$ cat src/rtl/hex_scan_driver.sv
`default_nettype none
// ============================================================================
// Module      : hex_scan_driver
// Description : Time-multiplexed 4-digit 7-segment driver with a frame-aligned
//               shadow register and a blank guard cycle at each slot start.
//               Optional leading-zero blanking when HEXSCAN_LZB_EN is defined.
// Revision    : 1.0 - initial release
// ============================================================================
module hex_scan_driver #(
    parameter int PRESCALE = 50000
) (
    input  logic        clk,
    input  logic        reset_n,
    input  logic [15:0] value,
    output logic [6:0]  seg,
    output logic [3:0]  an,
    output logic        frame_tick
);

    localparam int                 c_CNT_W   = $clog2(PRESCALE);
    localparam logic [c_CNT_W-1:0] c_CNT_MAX = c_CNT_W'(PRESCALE - 1);

    localparam logic [0:0] c_PRIME = 1'b0;
    localparam logic [0:0] c_RUN   = 1'b1;

    logic [0:0]         r_state;
    logic [0:0]         w_state_nxt;
    logic               w_load;
    logic               w_run;
    logic [c_CNT_W-1:0] r_cnt;
    logic [1:0]         r_dig;
    logic [15:0]        r_shadow;
    logic [3:0]         w_nib;
    logic               w_slot_blank;
    logic               w_frame_wrap;

    assign w_frame_wrap = (r_cnt == c_CNT_MAX) && (r_dig == 2'd3);

    // ------------------------------------------------------------------
    // FSM: state register
    // ------------------------------------------------------------------
    always_ff @(posedge clk or negedge reset_n) begin
        if (!reset_n) begin
            r_state <= c_PRIME;
        end else begin
            r_state <= w_state_nxt;
        end
    end

    // FSM: next-state logic
    always_comb begin
        w_state_nxt = r_state;
        case (r_state)
            c_PRIME: w_state_nxt = c_RUN;
            c_RUN:   w_state_nxt = c_RUN;
            default: w_state_nxt = c_PRIME;
        endcase
    end

    // FSM: outputs. PRIME holds the counters at slot 0 while the first value
    // is captured, so the scan always starts from digit 0.
    always_comb begin
        w_load = 1'b0;
        w_run  = 1'b0;
        case (r_state)
            c_PRIME: begin
                w_load = 1'b1;
            end
            c_RUN: begin
                w_run  = 1'b1;
                w_load = w_frame_wrap;
            end
            default: begin
                w_load = 1'b0;
                w_run  = 1'b0;
            end
        endcase
    end

    // ------------------------------------------------------------------
    // Prescaler and digit index
    // ------------------------------------------------------------------
    always_ff @(posedge clk or negedge reset_n) begin
        if (!reset_n) begin
            r_cnt <= '0;
            r_dig <= 2'd0;
        end else if (w_run) begin
            if (r_cnt == c_CNT_MAX) begin
                r_cnt <= '0;
                r_dig <= r_dig + 2'd1;
            end else begin
                r_cnt <= r_cnt + 1'b1;
            end
        end
    end

    // Shadow only changes between frames, so a frame never mixes two values
    always_ff @(posedge clk or negedge reset_n) begin
        if (!reset_n) begin
            r_shadow <= 16'h0000;
        end else if (w_load) begin
            r_shadow <= value;
        end
    end

    always_comb begin
        w_nib = r_shadow[3:0];
        case (r_dig)
            2'd0:    w_nib = r_shadow[3:0];
            2'd1:    w_nib = r_shadow[7:4];
            2'd2:    w_nib = r_shadow[11:8];
            2'd3:    w_nib = r_shadow[15:12];
            default: w_nib = r_shadow[3:0];
        endcase
    end

`ifdef HEXSCAN_LZB_EN
    logic w_lz_blank;

    // Digit k is a leading zero when it and every higher digit are zero
    always_comb begin
        w_lz_blank = 1'b0;
        case (r_dig)
            2'd0:    w_lz_blank = 1'b0;
            2'd1:    w_lz_blank = (r_shadow[15:4] == 12'h000);
            2'd2:    w_lz_blank = (r_shadow[15:8] == 8'h00);
            2'd3:    w_lz_blank = (r_shadow[15:12] == 4'h0);
            default: w_lz_blank = 1'b0;
        endcase
    end

    assign w_slot_blank = (r_cnt == '0) || w_lz_blank;
`else
    assign w_slot_blank = (r_cnt == '0);
`endif

    function automatic logic [6:0] f_hex2seg(input logic [3:0] d);
        logic [6:0] s;
        case (d)
            4'h0:    s = 7'b1000000;
            4'h1:    s = 7'b1111001;
            4'h2:    s = 7'b0100100;
            4'h3:    s = 7'b0110000;
            4'h4:    s = 7'b0011001;
            4'h5:    s = 7'b0010010;
            4'h6:    s = 7'b0000010;
            4'h7:    s = 7'b1111000;
            4'h8:    s = 7'b0000000;
            4'h9:    s = 7'b0010000;
            4'hA:    s = 7'b0001000;
            4'hB:    s = 7'b0000011;
            4'hC:    s = 7'b1000110;
            4'hD:    s = 7'b0100001;
            4'hE:    s = 7'b0000110;
            4'hF:    s = 7'b0001110;
            default: s = 7'b1111111;
        endcase
        return s;
    endfunction

    // ------------------------------------------------------------------
    // Registered outputs, one cycle behind the counter state
    // ------------------------------------------------------------------
    always_ff @(posedge clk or negedge reset_n) begin
        if (!reset_n) begin
            an         <= 4'b1111;
            seg        <= 7'b1111111;
            frame_tick <= 1'b0;
        end else begin
            frame_tick <= w_load;
            if (w_slot_blank) begin
                an  <= 4'b1111;
                seg <= 7'b1111111;
            end else begin
                an  <= ~(4'b0001 << r_dig);
                seg <= f_hex2seg(w_nib);
            end
        end
    end

endmodule
`default_nettype wire

$ cat config.mk
export PLATFORM = sky130hd
export DESIGN_NAME = hex_scan_driver
export DESIGN_NICKNAME = d
export VERILOG_FILES = /design/src/rtl/hex_scan_driver.sv
export SDC_FILE = /design/constraint.sdc
export NUM_CORES = 1
export LEC_CHECK = 0
export CORE_MARGIN = 2
export CORE_UTILIZATION = 55
export DETAILED_ROUTE_END_ITERATION = 8
export PLACE_DENSITY = 0.79
export SETUP_SLACK_MARGIN = 0.15
export SYNTH_ARGS = -nofsm -noshare
export SYNTH_HDL_FRONTEND = slang
export SYNTH_SLANG_ARGS = --single-unit
$ cat constraint.sdc
create_clock -name clk -period 2.9 [get_ports clk]
set_clock_uncertainty 0.15 [all_clocks]
set_input_delay 0.58 -clock clk [delete_from_list [all_inputs] [get_ports clk]]
set_output_delay 0.58 -clock clk [all_outputs]
set_load 0.005 [all_outputs]
==> results of run 1 <==
state kept, by name, indices dropped and copies added, names as in the netlist:
signal and cells:
r_cnt 16, an 4, r_shadow 16, frame_tick 1, r_state 1, seg 7
r_dig 2
metrics by stage:
step / util, % / cell area, sq um / instances / power (mW) / hold WS (ps)
after floorplan: - / 2390 / 203 / 1.03 / 134
after detailed placement: 67.3 / 2750 / 283 / 1.16 / 332
after global routing: 69.8 / 2850 / 291 / 1.65 / 149
after CTS: 69.7 / 2850 / 291 / 1.58 / 126
final: 69.8 / 2850 / 291 / 1.56 / 111
after global placement: 67.3 / 2750 / 283 / 1.15 / 329
layer usage:
metal,global-route usage [%],vias to the layer above,wire [um]
met3,3.03,8,135
li1,-,817,-
met4,7.91,0,76
met5,0,-,0
met1,27.9,831,2180
met2,30.7,33,2020
cell usage in the layout, fill, tap and decap left out, types with 7 or more instances in the layout:
| cell | n |
|---|---|
| nand2_1 | 12 |
| mux2_2 | 8 |
| nand3_1 | 7 |
| xnor2_1 | 7 |
| a21oi_1 | 7 |
| ha_1 | 13 |
| dfrtp_1 | 36 |
| mux2_4 | 10 |
| dfstp_2 | 11 |
| inv_1 | 14 |
| clkdlybuf4s50_1 | 28 |
timing repair:
item / CTS / global route
hold buffers: 0 / 0
resized for setup: 0 / 1
endpoints found under the setup margin: 0 / 3
area by class of cell:
| type | count | area share [%] |
|---|---|---|
| Clock inverter | 2 | 0.570 |
| Timing Repair Buffer | 34 | 11.3 |
| Multi-Input combinational cell | 138 | 39.5 |
| Inverter | 14 | 1.84 |
| Clock buffer | 6 | 2.89 |
| Tap cell | 50 | 2.19 |
| Sequential cell | 47 | 41.7 |
worst max path at each step:
stage                     startpoint     end  slack, ps  cells after the start
after floorplan             r_dig[0]  seg[5]        530                     10
after global placement      r_dig[0]  seg[3]        370                      9
after detailed placement    r_dig[0]  seg[3]        330                      9
after CTS                   r_dig[0]  seg[3]        290                      9
after global routing        r_dig[0]  seg[5]        180                     10
final                       r_dig[0]  seg[5]        350                     10
cell families after synthesis:
| kind of cell | after synthesis | synth area share, % |
|---|---|---|
| DFF | 47 | 49.8 |
| buffers and inverters | 18 | 3.14 |
| adders and majority gates | 13 | 6.81 |
| muxes | 19 | 10.5 |
| xor gates and xnor gates | 11 | 4.04 |
| and+or+nand+nor | 54 | 13.5 |
| AOI/OAI and AO/OA | 40 | 12.0 |
| other | 1 | 0.157 |
report_power, final:
group          internal (mW)  switching, mW
Combinational          0.177          0.143
Sequential             0.749         0.0787
Clock                  0.195          0.221
Total                   1.12          0.443
==> impl_results.md, run 1 <==
* Crit-path max FO at 7
* Layout Nets at 271
* Die Footprint at 4880 sq um
* I/O Buffers at 29
* Setup bufs post-CTS at 0
* CTS tree: built
* CTS Sinks at 47
* Area of the multi-input gates at 1130 sq um
* Cells after synthesis at 203
* Drt first-iter violations at 128
* Ys Warns at 0
* Share of the synthesized area in the top cell type at 37.7%
* Origin of the critical flop-to-flop path: r_dig[0]
* RSZ-0062 raised after global routing: false
* Top delay family on crit path: compound AO/OA/AOI/OAI gates
* Post-route ant nets at 0
* Measured slew at the worst slew-check pin at 677 ps
* CTS root buf: clkbuf_8
* Leakage power at 1.24 nW
* Antenna violations before repair at 0
* Hold crit path type: in -> async
* CP Data Required Time at 2980 ps
* # diodes at 0
* H-tree levels at 2
* Largest area contributor in the synthesized netlist: dfrtp_1
* First-pass GRT wire length at 7650 um
* Reg2reg setup slack at 350 ps
* DRC at 0
* Max_cap viols at 0
* Number of synthesized flops with an enable pin at 0
* Vias in the first global route at 1653
* Crit path arrival time at 2630 ps
* Synthesized netlist net count at 234
* Slew Limit Fails at 0
* Worst-path cell chain: inv_1, ha_1, inv_1, o2bb2ai_1, inv_1, ha_1, inv_1, a211oi_1, o21bai_1, a221o_1
* F_max at 392 MHz
* Clk_lat worst skew at 300 ps
* Synth unique cells at 46
* Post-synth top cells: dfrtp_1 (36), inv_1 (14), ha_1 (13)
* Max stage delay on crit path at 410 ps
* Worst-path clk slew at 90 ps
* Synth Cell Area at 2390 sq um
* R2r worst-path depth at 10
* CP Class: reg -> reg
* GR Overflow Total at 0
* Synthesis-to-layout area growth at 19.5%
* Post-DR wirelength/cell at 15.2 um
* Worst setup EP type: flip-flop
* Count of final hold-check violations at 0
* Clock buffer depth at 2
* Place WS at 331 ps
* Ports at 30
* DP HPWL at 3290 um
* DRT Wirelength at 4420 um
* Die W at 69.9 um
* Share of cells above drive strength 1 at 20.7%
* Area contributors post-synth: dfrtp_1 (38%), dfstp_2 (12%), ha_1 (6.8%)
* Status: finished, final reports clean
* Min Tclk post-route at 2550 ps
* Sequential cell area at 1190 sq um
* Final Cycle Share at 87.9%
* Ys async rst share at 100%
* Setup TNS Final at 0 ps
* Crit start category: flip-flop
* Largest net degree at the start of global routing at 27
* Slowest stage cell, crit path: dfrtp_1
* Critical path buffer and inverter count at 4
* CTS Buf Count at 5
* Final worst slack at 350 ps
* Total number of vias at 1689
* Rel. slew slack at 54.8%
* Core area at 4090 sq um
* Worst r2r dst: seg[5]
* Filler cell count at 296
* Most frequent cell after synthesis: dfrtp_1
* Pwr Density at 548 nW/um^2
* DRT Pass-1 Iters at 4
* Crit-path most repeated cell: inv_1
* Site row count at 23
* #FFs+latches synth at 47
* Peak VDD IR at 305 uV
* Initial Util at 58.4%
* Avg Inst Size Synth at 11.8 sq um
* Sequential share of the synthesized area at 49.8%
* Vias/cell at 5.80
* Final number of setup-violating endpoints at 0
* Ys flop type: dfrtp_1
* Gpl congestion at 0.866
* Vert. Die Dim at 69.9 um
* All-Layer GR Usage at 19.7%
No activity file was read; power rests on OpenSTA's default activity.
==> run 2, diff against run 1 <==
--- a/config.mk
+++ b/config.mk
@@ -9,7 +9,7 @@
 export CORE_UTILIZATION = 55
 export DETAILED_ROUTE_END_ITERATION = 8
 export PLACE_DENSITY = 0.79
-export SETUP_SLACK_MARGIN = 0.15
+export SETUP_SLACK_MARGIN = 0.1
 export SYNTH_ARGS = -nofsm -noshare
 export SYNTH_HDL_FRONTEND = slang
 export SYNTH_SLANG_ARGS = --single-unit
==> constraint.sdc (replaced) <==
create_clock -name clk -period 2.9 [get_ports clk]
set_clock_uncertainty 0.15 [all_clocks]
set_input_delay 0.725 -clock clk [delete_from_list [all_inputs] [get_ports clk]]
set_output_delay 0.725 -clock clk [all_outputs]
set_load 0.005 [all_outputs]
==> impl_results.md, run 2 (same netlist as run 1, synthesis figures left out) <==
* Status: finished, final reports clean (unchanged)
* Placed cell area at 2750 sq um (unchanged)
* Post-CTS Hold Buffers at 0 (unchanged)
* Vias in the first global route at 1621 (was 1653)
* Min Tclk post-route at 2500 ps (was 2550 ps)
* First-pass GRT wire length at 7530 um (was 7650 um)
* Max stage delay on crit path at 410 ps (about the same)
* DRC at 0 (unchanged)
* All-Layer GR Usage at 19.5% (was 19.7%)
* Crit start category: flip-flop (unchanged)
* Power Total at 1.53 mW (was 1.56 mW)
* Count of final hold-check violations at 0 (unchanged)
* CTS root buf: clkbuf_8 (unchanged)
* Hold crit path type: reg -> reg (was in -> async)
* Drt first-iter violations at 122 (was 128)
* Site row count at 23 (unchanged)
* DRT Wirelength at 4440 um (was 4420 um)
* Clock power share at 24.5% (was 26.6%)
* Clk_lat worst skew at 300 ps (about the same)
* Gpl congestion at 0.862 (was 0.866)
* Top delay family on crit path: compound AO/OA/AOI/OAI gates (unchanged)
* CP Class: reg -> reg (unchanged)
* Internal at 1.09 mW (was 1.12 mW)
* Pwr Density at 538 nW/um^2 (was 548 nW/um^2)
* Peak VDD IR at 435 uV (was 305 uV)
* Antenna violations before repair at 0 (unchanged)
* Slowest stage cell, crit path: dfrtp_1 (unchanged)
* Clock buffer depth at 2 (unchanged)
* Switch Pwr at 436 uW (was 443 uW)
* CTS tree: built (unchanged)
* # diodes at 0 (unchanged)
* Commonest non-fill, non-tap cells in the layout: dfrtp_1 (36), clkdlybuf4s50_1 (28), inv_1 (14) (unchanged)
* Die Footprint at 4880 sq um (unchanged)
* Rel. slew slack at 44.8% (was 54.8%)
* Design Area, Final at 2840 sq um (was 2850 sq um)
* Die W at 69.9 um (unchanged)
* Setup bufs post-CTS at 0 (unchanged)
* Core area at 4090 sq um (unchanged)
* Share of cells above drive strength 1 at 20.7% (unchanged)
* Vert. Die Dim at 69.9 um (unchanged)
* Crit-path most repeated cell: inv_1 (unchanged)
* GR Overflow Total at 0 (unchanged)
* Worst setup EP type: flip-flop (unchanged)
* Slew Limit Fails at 0 (unchanged)
* CP Data Required Time at 2980 ps (about the same)
* DRT Pass-1 Iters at 4 (unchanged)
* Vias/cell at 5.87 (was 5.80)
* Final number of setup-violating endpoints at 0 (unchanged)
* Largest net degree at the start of global routing at 39 (was 27)
* Ports at 30 (unchanged)
* Placed cells at 283 (unchanged)
* Commonest non-fill, non-tap cell in the layout: dfrtp_1 (unchanged)
* Initial Util at 58.4% (unchanged)
* Min Hold Slack at 358 ps (was 111 ps)
* Sequential share of power at 54.2% (was 53.0%)
* Crit path arrival time at 2590 ps (was 2630 ps)
* Leakage power at 1.24 nW (about the same)
* Max_cap viols at 0 (unchanged)
* CTS Buf Count at 5 (unchanged)
* Comb pwr share at 21.3% (was 20.5%)
* CTS Sinks at 47 (unchanged)
* Crit-path max FO at 7 (unchanged)
* Final Cycle Share at 86.3% (was 87.9%)
* Setup TNS Final at 0 ps (unchanged)
* I/O Buffers at 29 (unchanged)
* Total number of vias at 1709 (was 1689)
* Layout Utilization at 69.4% (was 69.8%)
* Critical path buffer and inverter count at 4 (unchanged)
* H-tree levels at 2 (unchanged)
* RSZ-0062 raised after global routing: false (unchanged)
* F_max at 399 MHz (was 392 MHz)
* Layout Nets at 271 (unchanged)
* Regs by FF count: r_cnt x16, r_shadow x16, seg x7 (unchanged)
* Worst-path clk slew at 80 ps (was 90 ps)
* Measured slew at the worst slew-check pin at 828 ps (was 677 ps)
* DP HPWL at 3260 um (was 3290 um)
* Place WS at 347 ps (was 331 ps)
* Final worst slack at 397 ps (was 350 ps)
* Synthesis-to-layout area growth at 18.9% (was 19.5%)
* Sw Ratio at 28.6% (was 28.3%)
* Worst-path cell chain: inv_1, ha_1, inv_1, o2bb2ai_1, inv_1, ha_1, inv_1, a211oi_1, o21bai_1, a221o_1 (unchanged)
* Final cell count without fillers at 291 (unchanged)
* Post-route ant nets at 0 (unchanged)
* Post-DR wirelength/cell at 15.2 um (about the same)
-- run 2: cell types whose count changed in the layout (fill, tap and decap cells not counted) --
cell	previous run	this run
clkbuf_8	6	5
clkinvlp_4	1	0
clkinv_2	0	3
clkinv_4	1	0
-- run 2: layout make-up --
class / instances / area [sq um]
multi-input cells: 138 / 1130
flip-flops and latches: 47 / 1190
well taps: 50 / 62.6
repair buffers: 34 / 323
clock inverters: 3 / 15.0
inverters: 14 / 52.6
fillers: 312 / 1250
clock buffers: 5 / 68.8
-- run 2: power groups by stage --
stage	Sequential (mW)	Clock (mW)	Combinational (mW)
detailed placement	0.838	0	0.325
global placement	0.835	0	0.316
CTS	0.826	0.390	0.326
floorplan	0.820	0	0.205
finish	0.828	0.374	0.326
global route	0.842	0.416	0.361
-- run 2: worst paths after layout --
kind / start / slack (ps) / endpoint / cells after the start
min in group asynchronous: reset_n / 370 / r_shadow[2] / 1
min reg2reg: r_cnt[7] / 360 / r_cnt[7] / 1
min: r_cnt[7] / 360 / r_cnt[7] / 1
max reg2reg: r_dig[0] / 400 / seg[5] / 10
max in group asynchronous: reset_n / 1540 / seg[4] / 2
max: r_dig[0] / 400 / seg[5] / 10
-- run 2: worst reg2reg max path, stage by stage, from the launching register on --
cell and delay [ps]:
dfrtp_1 410, inv_1 140, ha_1 310, inv_1 170, o2bb2ai_1 240, inv_1 120, ha_1 230, inv_1 50
a211oi_1 60, o21bai_1 210, a221o_1 360
-- run 2: layer usage --
layer	part of all wire [%]	track usage, %
met1	49	27.2
met2	45	29.2
met3	4.1	4.91
met4	1.8	7.69
met5	0	0
-- run 2: timing repair --
item / in CTS / in global routing
hold endpoints to repair: 0 / 0
endpoints found under the setup margin: 0 / 2
resized for setup: 0 / 1
==> run 3, diff against run 2 <==
--- a/config.mk
+++ b/config.mk
@@ -7,6 +7,7 @@
 export LEC_CHECK = 0
 export CORE_MARGIN = 2
 export CORE_UTILIZATION = 55
+export CTS_CLUSTER_DIAMETER = 200
 export DETAILED_ROUTE_END_ITERATION = 8
 export PLACE_DENSITY = 0.79
 export SETUP_SLACK_MARGIN = 0.1
==> results of run 3 <==
Same layout as run 2: the final DEF is identical, and so are final timing and power.
